## src/rtl/add_tree_acc.sv

```systemverilog
// add_tree_acc: signed adder tree with a group accumulator behind it.
// N_IN operands go through a registered binary tree of ceil(log2(N_IN))
// levels. The tree result is then summed over a framed group of beats,
// with the bias added when the group starts.
// Ports:
//   clk, rst_n         clock, asynchronous active-low reset
//   in_valid           input beat valid
//   in_first, in_last  group framing flags (ignored when in_valid=0)
//   in_data            N_IN packed operands, element i = in_data[i*WIDTH +: WIDTH]
//   bias               sampled when a group's first beat reaches the accumulator
//   out_valid          one-cycle pulse when a group result is available
//   out_data           group result, held until the next out_valid
module add_tree_acc #(
    parameter int unsigned WIDTH = 16,
    parameter int unsigned N_IN  = 26,
    parameter int unsigned SAT   = 1
) (
    input  logic                    clk,
    input  logic                    rst_n,
    input  logic                    in_valid,
    input  logic                    in_first,
    input  logic                    in_last,
    input  logic [N_IN*WIDTH-1:0]   in_data,
    input  logic [WIDTH-1:0]        bias,
    output logic                    out_valid,
    output logic [WIDTH-1:0]        out_data
);

    localparam int unsigned L     = $clog2(N_IN);
    localparam int unsigned N_PAD = 1 << L;
    localparam int unsigned N_SRC = 2 * N_PAD - 1;
    localparam int unsigned ROOT  = 2 * N_PAD - 2;

    // Signed add, clamped when SAT!=0, otherwise modulo 2^WIDTH.
    function automatic logic [WIDTH-1:0] sat_add(input logic [WIDTH-1:0] a,
                                                 input logic [WIDTH-1:0] b);
        logic [WIDTH:0] s;
        s = {a[WIDTH-1], a} + {b[WIDTH-1], b};
        if ((SAT != 0) && (s[WIDTH] != s[WIDTH-1])) begin
            sat_add = s[WIDTH] ? {1'b1, {(WIDTH-1){1'b0}}}
                               : {1'b0, {(WIDTH-1){1'b1}}};
        end else begin
            sat_add = s[WIDTH-1:0];
        end
    endfunction

    // Node storage: leaves 0..N_PAD-1 (zero padded), then each tree level in
    // turn. Node N_PAD+i has children 2i and 2i+1, which reproduces the
    // pairing (2j, 2j+1) at every level and adds an odd trailing element to 0.
    logic [WIDTH-1:0] src    [N_SRC];
    logic [WIDTH-1:0] node_q [N_PAD-1];

    always_comb begin
        for (int i = 0; i < int'(N_SRC); i++) begin
            src[i] = '0;
        end
        for (int i = 0; i < int'(N_IN); i++) begin
            src[i] = in_data[i*WIDTH +: WIDTH];
        end
        for (int i = 0; i < int'(N_PAD) - 1; i++) begin
            src[int'(N_PAD) + i] = node_q[i];
        end
    end

    // Tree registers: load every cycle, no enable.
    always_ff @(posedge clk or negedge rst_n) begin
        if (!rst_n) begin
            for (int i = 0; i < int'(N_PAD) - 1; i++) begin
                node_q[i] <= '0;
            end
        end else begin
            for (int i = 0; i < int'(N_PAD) - 1; i++) begin
                node_q[i] <= sat_add(src[2*i], src[2*i+1]);
            end
        end
    end

    // Valid/framing flags travel alongside the tree data.
    logic [L-1:0] vld_sr;
    logic [L-1:0] first_sr;
    logic [L-1:0] last_sr;

    always_ff @(posedge clk or negedge rst_n) begin
        if (!rst_n) begin
            vld_sr   <= '0;
            first_sr <= '0;
            last_sr  <= '0;
        end else begin
            vld_sr[0]   <= in_valid;
            first_sr[0] <= in_valid & in_first;
            last_sr[0]  <= in_valid & in_last;
            for (int i = 1; i < int'(L); i++) begin
                vld_sr[i]   <= vld_sr[i-1];
                first_sr[i] <= first_sr[i-1];
                last_sr[i]  <= last_sr[i-1];
            end
        end
    end

    logic             t_vld;
    logic             t_first;
    logic             t_last;
    logic             open_q;
    logic [WIDTH-1:0] acc_q;
    logic [WIDTH-1:0] acc_base_c;
    logic [WIDTH-1:0] acc_next_c;

    assign t_vld   = vld_sr[L-1];
    assign t_first = first_sr[L-1];
    assign t_last  = last_sr[L-1];

    // A first flag, or no open group, restarts from the live bias value.
    always_comb begin
        acc_base_c = acc_q;
        if (t_first || !open_q) begin
            acc_base_c = bias;
        end
        acc_next_c = sat_add(acc_base_c, src[ROOT]);
    end

    // Accumulator, open-group bit and registered result.
    always_ff @(posedge clk or negedge rst_n) begin
        if (!rst_n) begin
            acc_q     <= '0;
            open_q    <= 1'b0;
            out_valid <= 1'b0;
            out_data  <= '0;
        end else begin
            out_valid <= t_vld & t_last;
            if (t_vld) begin
                acc_q  <= acc_next_c;
                open_q <= !t_last;
                if (t_last) begin
                    out_data <= acc_next_c;
                end
            end
        end
    end

endmodule

```

## config.mk

```make
export PLATFORM = sky130hd
export DESIGN_NAME = add_tree_acc
export DESIGN_NICKNAME = d
export VERILOG_FILES = /design/src/rtl/add_tree_acc.sv
export SDC_FILE = /design/constraint.sdc
export NUM_CORES = 1
export LEC_CHECK = 0
export BUFFER_PORTS_ARGS = -buffer_cell sky130_fd_sc_hd__buf_2
export CORE_ASPECT_RATIO = 0.9
export CORE_MARGIN = 5
export CORE_UTILIZATION = 40
export CTS_CLUSTER_DIAMETER = 30
export CTS_CLUSTER_SIZE = 30
export DETAILED_ROUTE_END_ITERATION = 16
export GPL_TIMING_DRIVEN = 0
export SYNTH_ARGS = -nofsm -noshare
export SYNTH_HDL_FRONTEND = slang
export SYNTH_SLANG_ARGS = --single-unit
```

## constraint.sdc

```tcl
create_clock -name clk -period 11.5 [get_ports clk]
set_clock_uncertainty 0.05 [all_clocks]
set_input_delay 2.3 -clock clk [delete_from_list [all_inputs] [get_ports clk]]
set_output_delay 2.3 -clock clk [all_outputs]
set_load 0.005 [all_outputs]
```

# Yosys cells after proc, flatten, opt, wreduce, memory -nomap -nowiden
# Index checks and enable logic that the tools add are counted.
totals:
  ff_bits: 481
  input_bits: 437
  output_inout_bits: 17
  wordCells: 146
op_classes:
  add_sub_neg: 26
  eq_ne: 26
  mux: 53
  n_bitwise: 3
  reduce_logical: 4
ops:
  columns: ["op", "count"]
  rows:
  - ["$mux 16", 53]
  - ["$add 16x16->17", 26]
  - ["$ne 1x1->1", 26]
  - ["$and 1x1->1", 3]
  - ["$logic_not 1->1", 2]
  - ["$reduce_and 2->1", 1]
  - ["$logic_or 1x1->1", 1]

# Depth between registers and ports, before layout
# Gate-level depths: netlist of the first run.
depth:
  word_depth: 6
  depth_mapped: 15
  mapped_depth_nobuf: 11

# Least setup slack after synthesis of the first run
# No wires, ideal clock.
synth_path:
  path_type: "input -> register"
  startpoint: "input port bias[0]"
  endpoint: "register acc_q[5]"
  setup_time_ns: 0.125
  arrival_time_ns: 4.631
  required_time_ns: 11.325
  setup_slack_ns: 6.694
  stages: 11
  n_path_buf: 1
  path_cell_list: "mux2_2 -> ha_1 -> fa_1 -> a21oi_1 -> o22ai_1 -> o211ai_1 -> nand3_1 -> and2_1 -> buf_2 -> maj3_2 -> mux2_2"
synth_via:
  elab_chain_len: 4
  word_cells_on_any_way: 5
  cone_classes: "add/sub: 1; eq/ne: 1; mux: 3"
synth_rtl:
  columns: ["element", "line", "source"]
  rows:
  - ["start, declared", "24", "input logic [WIDTH-1:0] bias,"]
  - ["$mux 16 (*)", "115", "if (t_first || !open_q) begin"]
  - ["$add 16x16->17 (*)", "38", "s = {a[WIDTH-1], a} + {b[WIDTH-1], b};"]
  - ["$mux 16 or $ne 1x1->1 (tied branches)", "40, 39", null]
  - ["$mux 16 (*)", "39", "if ((SAT != 0) && (s[WIDTH] != s[WIDTH-1])) begin"]
  - ["end signal, assigned", "131", "acc_q <= acc_next_c;"]
  - ["end, declared", "104", "logic [WIDTH-1:0] acc_q;"]
# Mark *: on every way between the ends. The rest lies on a longest branch, timed or not.
# A chain may end at the register's enable or synchronous reset.

# Worst setup path after layout of the first run
layout_path:
  startpoint: "input port bias[0]"
  endpoint: "register out_data[7]"
layout_via:
  elab_chain_len: 4
  word_cells_on_any_way: 5
  cone_classes: "add/sub: 1; eq/ne: 1; mux: 3"
layout_rtl:
  columns: ["element", "line", "source"]
  rows:
  - ["$mux 16 (*)", "115", null]
  - ["$add 16x16->17 (*)", "38", null]
  - ["$mux 16 or $ne 1x1->1 (tied branches)", "40, 39", null]
  - ["$mux 16 (*)", "39", null]
  - ["end signal, assigned", "134", "out_data <= acc_next_c;"]
  - ["end, declared", "26", "output logic [WIDTH-1:0] out_data"]
# Marked as above.

==> results.yml, run 1 <==
clock_tree:
  clock_path_buffers: 3
  cts_tree: "built"
  path_clk_slew_ns: 0.06
  clock-sinks: 481
  cts_buffers: 86
  ctsResizeCount: 0
  root_buffer: "clkbuf_16"
  post_cts_buffers: 0
  cts_hold_buffers: 0
  cts.htree.levels: 3
  clkLatencyLatePin_ns: 0.63
yosys:
  synth_seq_cells: 481
  yosysWarnings: 0
  synth_edf_count: 0
  postSynthCellCount: 4368
  yosysUniqueCellTypes: 102
  ys.flop_type: "dfrtp_1"
  yosysMostFrequentCell: "dfrtp_1"
  avgSynthCellArea_um2: 9.02
  async_flop_share: 1.00
  synth_top_area_cell: "dfrtp_1"
  syn_nets: 5247
  synth.top_cell.area_share: 0.306
  synth_area_mm2: 0.0394
  synth-seq-area-share: 0.306
  synth_common_cells: "dfrtp_1, ha_1, a21oi_1"
  synth_area_leaders: "dfrtp_1, ha_1, a21oi_1"
setup_path:
  crit_fanout: 10
  end_kind: "flop"
  cp-start-kind: "input pin"
  crit_type: "in2reg"
  critPathRequiredTime_ns: 11.93
  ff2ff_setup_slack_ns: 6.93
  arrival_ns: 5.28
timing:
  worst_hold_slack_ns: 0.291
  hold_violations: 0
  setup_viol: 0
  fmax_ghz: 0.207
  slew_viol_final: 0
  finalSetupTns_ns: 0
  period_share: 0.421
  tightest_slew_ns: 0.846
  rsz0062_at_grt: "false"
  min_period_ns: 4.84
  timing.slew.headroom: 0.421
floorplan:
  ios: 454
  start_util: 0.402
  fp.dieH_um: 308
  dieArea_mm2: 0.105
  dieWidth_um: 341
  row_count: 109
  core_area_mm2: 0.0979
detailed_routing:
  wl_per_cell_um: 16.1
  drc_errors: 0
  ant_nets: 0
  drt-total-wl_um: 101000
  via_per_inst: 5.55
  num_vias: 34700
  first_pass_iters: 5
  drtIter0Drc: 2078
final_layout:
  drive_above_1_share: 0.173
  n_antenna_cell: 0
  area_growth_syn_to_layout_pct: 18.0
  n_fill_cell: 9433
  fin_nets: 5792
global_route:
  grt_pass1_wl_um: 164000
  grtUsageTotal: 0.184
  grt_pass1_vias: 33300
  gr-total-overflow: 0
  antenna_found_initial: 3
  grt_max_degree: 124
run:
  maxCapViolCount: 0
pwr:
  ir_drop_mv: 0.150
  p_leak_nw: 20.4
  power_density_mw_per_mm2: 280
run_status:
  outcome: "completed"
placed_design:
  dpl.hpwl_um: 80900
  port-buffer-count: 453
  routabilityCongestion: 0.880
min_path:
  hold_class: "reg2reg"
==> worst paths after layout <==
kind / from / endpoint / cells after the start
worst max-delay path: bias[0] / out_data[7] / 13
worst min-delay path: node_q[134] / node_q[54] / 0
worst max register to register: open_q / out_data[7] / 15
worst min register to register: node_q[134] / node_q[54] / 0
max in group asynchronous: rst_n / node_q[365] / 3
min in group asynchronous: rst_n / node_q[61] / 1
==> sequential cells by signal, summed over array words and instances (netlist names) <==
register and count:
vld_sr 5, acc_q 16, last_sr 5, out_data 16, open_q 1, first_sr 5, node_q 432, out_valid 1
==> critical path, cell delays in order <==
cell and delay (ns):
buf_2 0.11, mux2_2 0.26, ha_1 0.21, fa_1 0.40, a21oi_1 0.20, o22ai_1 0.17
o211ai_1 0.35, nand3_1 0.19, and2_1 0.18, buf_2 0.17, clkbuf_1 0.23, o21ai_0 0.39
a21oi_1 0.12
==> per-stage QoR <==
step	power, mW	worst slack (ns)	util	instance area [um2]	cells
5_1_grt	14.1	6.48	0.474	46500	6260
3_5_place_dp	10.4	6.04	0.443	43400	6101
4_1_cts	13.1	6.72	0.474	46500	6260
6_report	13.0	6.66	0.474	46500	6260
2_1_floorplan	8.46	6.69	-	39400	4368
3_3_place_gp	10.3	-1.54	0.442	43200	6097
==> cells in the final DEF (no fill, tap or decap), types with 29 or more instances in the layout <==
cell type	count
mux2_2	55
o211ai_1	87
o311ai_0	37
maj3_1	99
o221ai_1	35
and2_1	31
or3_1	29
clkbuf_1	90
o21bai_1	33
dfrtp_1	481
a21o_1	126
inv_1	197
a31oi_1	31
o2111ai_1	40
a211oi_1	65
xnor2_1	142
maj3_2	31
xor2_1	124
nor2_1	272
nor3_1	63
or2_2	45
nand2b_1	64
o31a_1	29
o21ai_1	60
o21a_1	83
buf_2	491
clkbuf_16	88
a211o_1	46
o21ai_0	306
ha_1	416
nor2b_1	50
a21oi_1	366
nand2_1	263
nand3_1	138
==> layout make-up <==
| class | instances | area [um2] | share of cell area |
|---|---|---|---|
| clock buffer | 97 | 2290 | 0.0492 |
| multi-input combinational | 3547 | 26000 | 0.559 |
| inverter | 197 | 739 | 0.0159 |
| tap | 1276 | 1600 | 0.0344 |
| sequential | 481 | 12000 | 0.259 |
| clock inverter | 62 | 805 | 0.0173 |
| timing repair buffer | 457 | 2390 | 0.0514 |
| buffer | 143 | 651 | 0.0140 |
==> report_power, final <==
group          total, mW  internal, mW  switching [mW]
clock               2.63          1.68           0.949
sequential          2.70          2.39           0.311
combinational       7.69          3.23            4.46
==> metal layers <==
metal / wire (um) / up-vias / global-route usage
li1: - / 17500 / -
met1: 47900 / 16400 / 0.255
met2: 47700 / 682 / 0.313
met3: 3550 / 106 / 0.0221
met4: 1590 / 0 / 0.0365
met5: 0 / - / 0
==> cell families after synthesis <==
family | Yosys count | share of synthesized area
adder cells (fa/ha/maj) | 572 | 0.179
XOR/XNOR | 268 | 0.0603
buffers and inverters | 340 | 0.0353
AO/OA/AOI/OAI | 1598 | 0.275
AND/OR/NAND/NOR | 1052 | 0.128
multiplexers | 57 | 0.0162
flip-flops | 481 | 0.306
Power figures use the tool's default switching activity.
==> run 2, diff against run 1 <==
==> constraint.sdc (replaced) <==
create_clock -name clk -period 4.15 [get_ports clk]
set_clock_uncertainty 0.05 [all_clocks]
set_input_delay 0.83 -clock clk [delete_from_list [all_inputs] [get_ports clk]]
set_output_delay 0.83 -clock clk [all_outputs]
set_load 0.005 [all_outputs]
==> results.yml, run 2 (same netlist as run 1, synthesis figures left out) <==
run_status:
  outcome: "completed"
setup_path:
  critPathRequiredTime_ns: 4.59
  critPathTopFamily: "compound AO/OA/AOI/OAI gates"
  end_kind: "flop"
  crit_path_max_incr_delay_ns: 0.40
  crit_type: "reg2reg"
  crit_fanout: 16
  path_buf_inv: 2
  arrival_ns: 4.27
  path_cells: "nand2b_2, mux2_2, ha_1, fa_1, a21oi_1, o22ai_1, o211ai_1, nand3_1, and2_1, buf_2, clkbuf_1, o21ai_0, a21oi_1"
  cp-start-kind: "flop"
  cp_slowest_cell: "fa_1"
  critPathMostFrequentCell: "a21oi_1"
timing:
  setup_slack_ns: 0.320
  timing.slew.headroom: 0.424
  period_share: 0.923
  setup_viol: 0
  worst_hold_slack_ns: 0.119
  hold_violations: 0
  rsz0062_at_grt: "false"
  min_period_ns: 3.83
  tightest_slew_ns: 0.842
  slew_viol_final: 0
  finalSetupTns_ns: 0
  fmax_ghz: 0.261
detailed_routing:
  ant_nets: 0
  first_pass_iters: 6
  drtIter0Drc: 2156
  wl_per_cell_um: 16.1
  num_vias: 34700
  drt-total-wl_um: 101000
  drc_errors: 0
  via_per_inst: 5.55
global_route:
  antenna_found_initial: 3
  grtUsageTotal: 0.184
  grt_pass1_wl_um: 164000
  grt_max_degree: 124
  grt_pass1_vias: 33300
  met3_usage: 0.0221
  grt_use_met2: 0.312
  gr-total-overflow: 0
  grt_busiest_layer: "met2"
  use_met1: 0.255
clock_tree:
  path_clk_slew_ns: 0.05
  cts.htree.levels: 3
  cts_hold_buffers: 0
  clock_path_buffers: 3
  clkLatencyLatePin_ns: 0.63
  clock-sinks: 481
  cts_buffers: 86
  root_buffer: "clkbuf_16"
  cts_tree: "built"
placed_design:
  numPlacedInstances: 6101
  port-buffer-count: 453
  routabilityCongestion: 0.880
  dp_slack_ns: -0.404
  dpl.hpwl_um: 80900
  place_area_mm2: 0.0434
final_layout:
  n_antenna_cell: 0
  area_growth_syn_to_layout_pct: 18.0
  largest_reg_flops: 432
  regMostFlops: "node_q"
  final_common_cell: "buf_2"
  top_regs: "node_q x432, acc_q x16, out_data x16"
  stdcell_area_mm2: 0.0465
  drive_above_1_share: 0.173
  instances_no_fill: 6259
  most-common-layout-cells: "buf_2, dfrtp_1, ha_1"
  post-route-util: 0.474
  fin_nets: 5791
floorplan:
  dieArea_mm2: 0.105
  start_util: 0.402
  fp.dieH_um: 308
  dieWidth_um: 341
  row_count: 109
  ios: 454
  core_area_mm2: 0.0979
run:
  maxCapViolCount: 0
pwr:
  p_leak_nw: 20.4
  power.total_mw: 36.1
  power_density_mw_per_mm2: 777
  ir_drop_mv: 0.416
min_path:
  hold_class: "in2async"
-- run 2: changes by cell type in the layout (fill, tap and decap cells not counted), sizes merged --
cell and change:
clkbuf -2, buf +1
-- run 2: power by group --
part | leakage (nW) | internal, mW | switching [mW]
combinational | 13.5 | 8.96 | 12.4
sequential | 5.37 | 6.62 | 0.864
clock | 1.49 | 4.66 | 2.63
total | 20.4 | 20.2 | 15.9
-- run 2: path summary, 6_finish.rpt --
check | to | slack (ns) | cells past startpoint | from
worst max register to register | acc_q[6] | 0.32 | 13 | open_q
max in group asynchronous | node_q[365] | 2.48 | 3 | rst_n
worst min-delay path | node_q[61] | 0.12 | 1 | rst_n
worst max-delay path | acc_q[6] | 0.32 | 13 | open_q
worst min register to register | node_q[54] | 0.29 | 0 | node_q[134]
min in group clk | node_q[54] | 0.29 | 0 | node_q[134]
-- run 2: per-layer routing --
metal	wire length, um	vias to the layer above
met3	3720	107
met4	1560	0
met1	47600	16400
met2	47700	707
met5	0	-
li1	-	17500
-- run 2: area by class of cell --
class	count	area, um2
tap	1276	1600
inverter	197	739
buffer	141	643
clock inverter	62	805
multi-input combinational	3547	26000
fill	9435	51500
clock buffer	97	2290
sequential	481	12000
timing repair buffer	458	2390
-- run 2: timing repair --
action | 4_1_cts | 5_1_grt
endpoints found under the setup margin | 24 | 20
resized for setup | 2 | 6
setup buffers | 0 | 1
pin swaps | 0 | 1
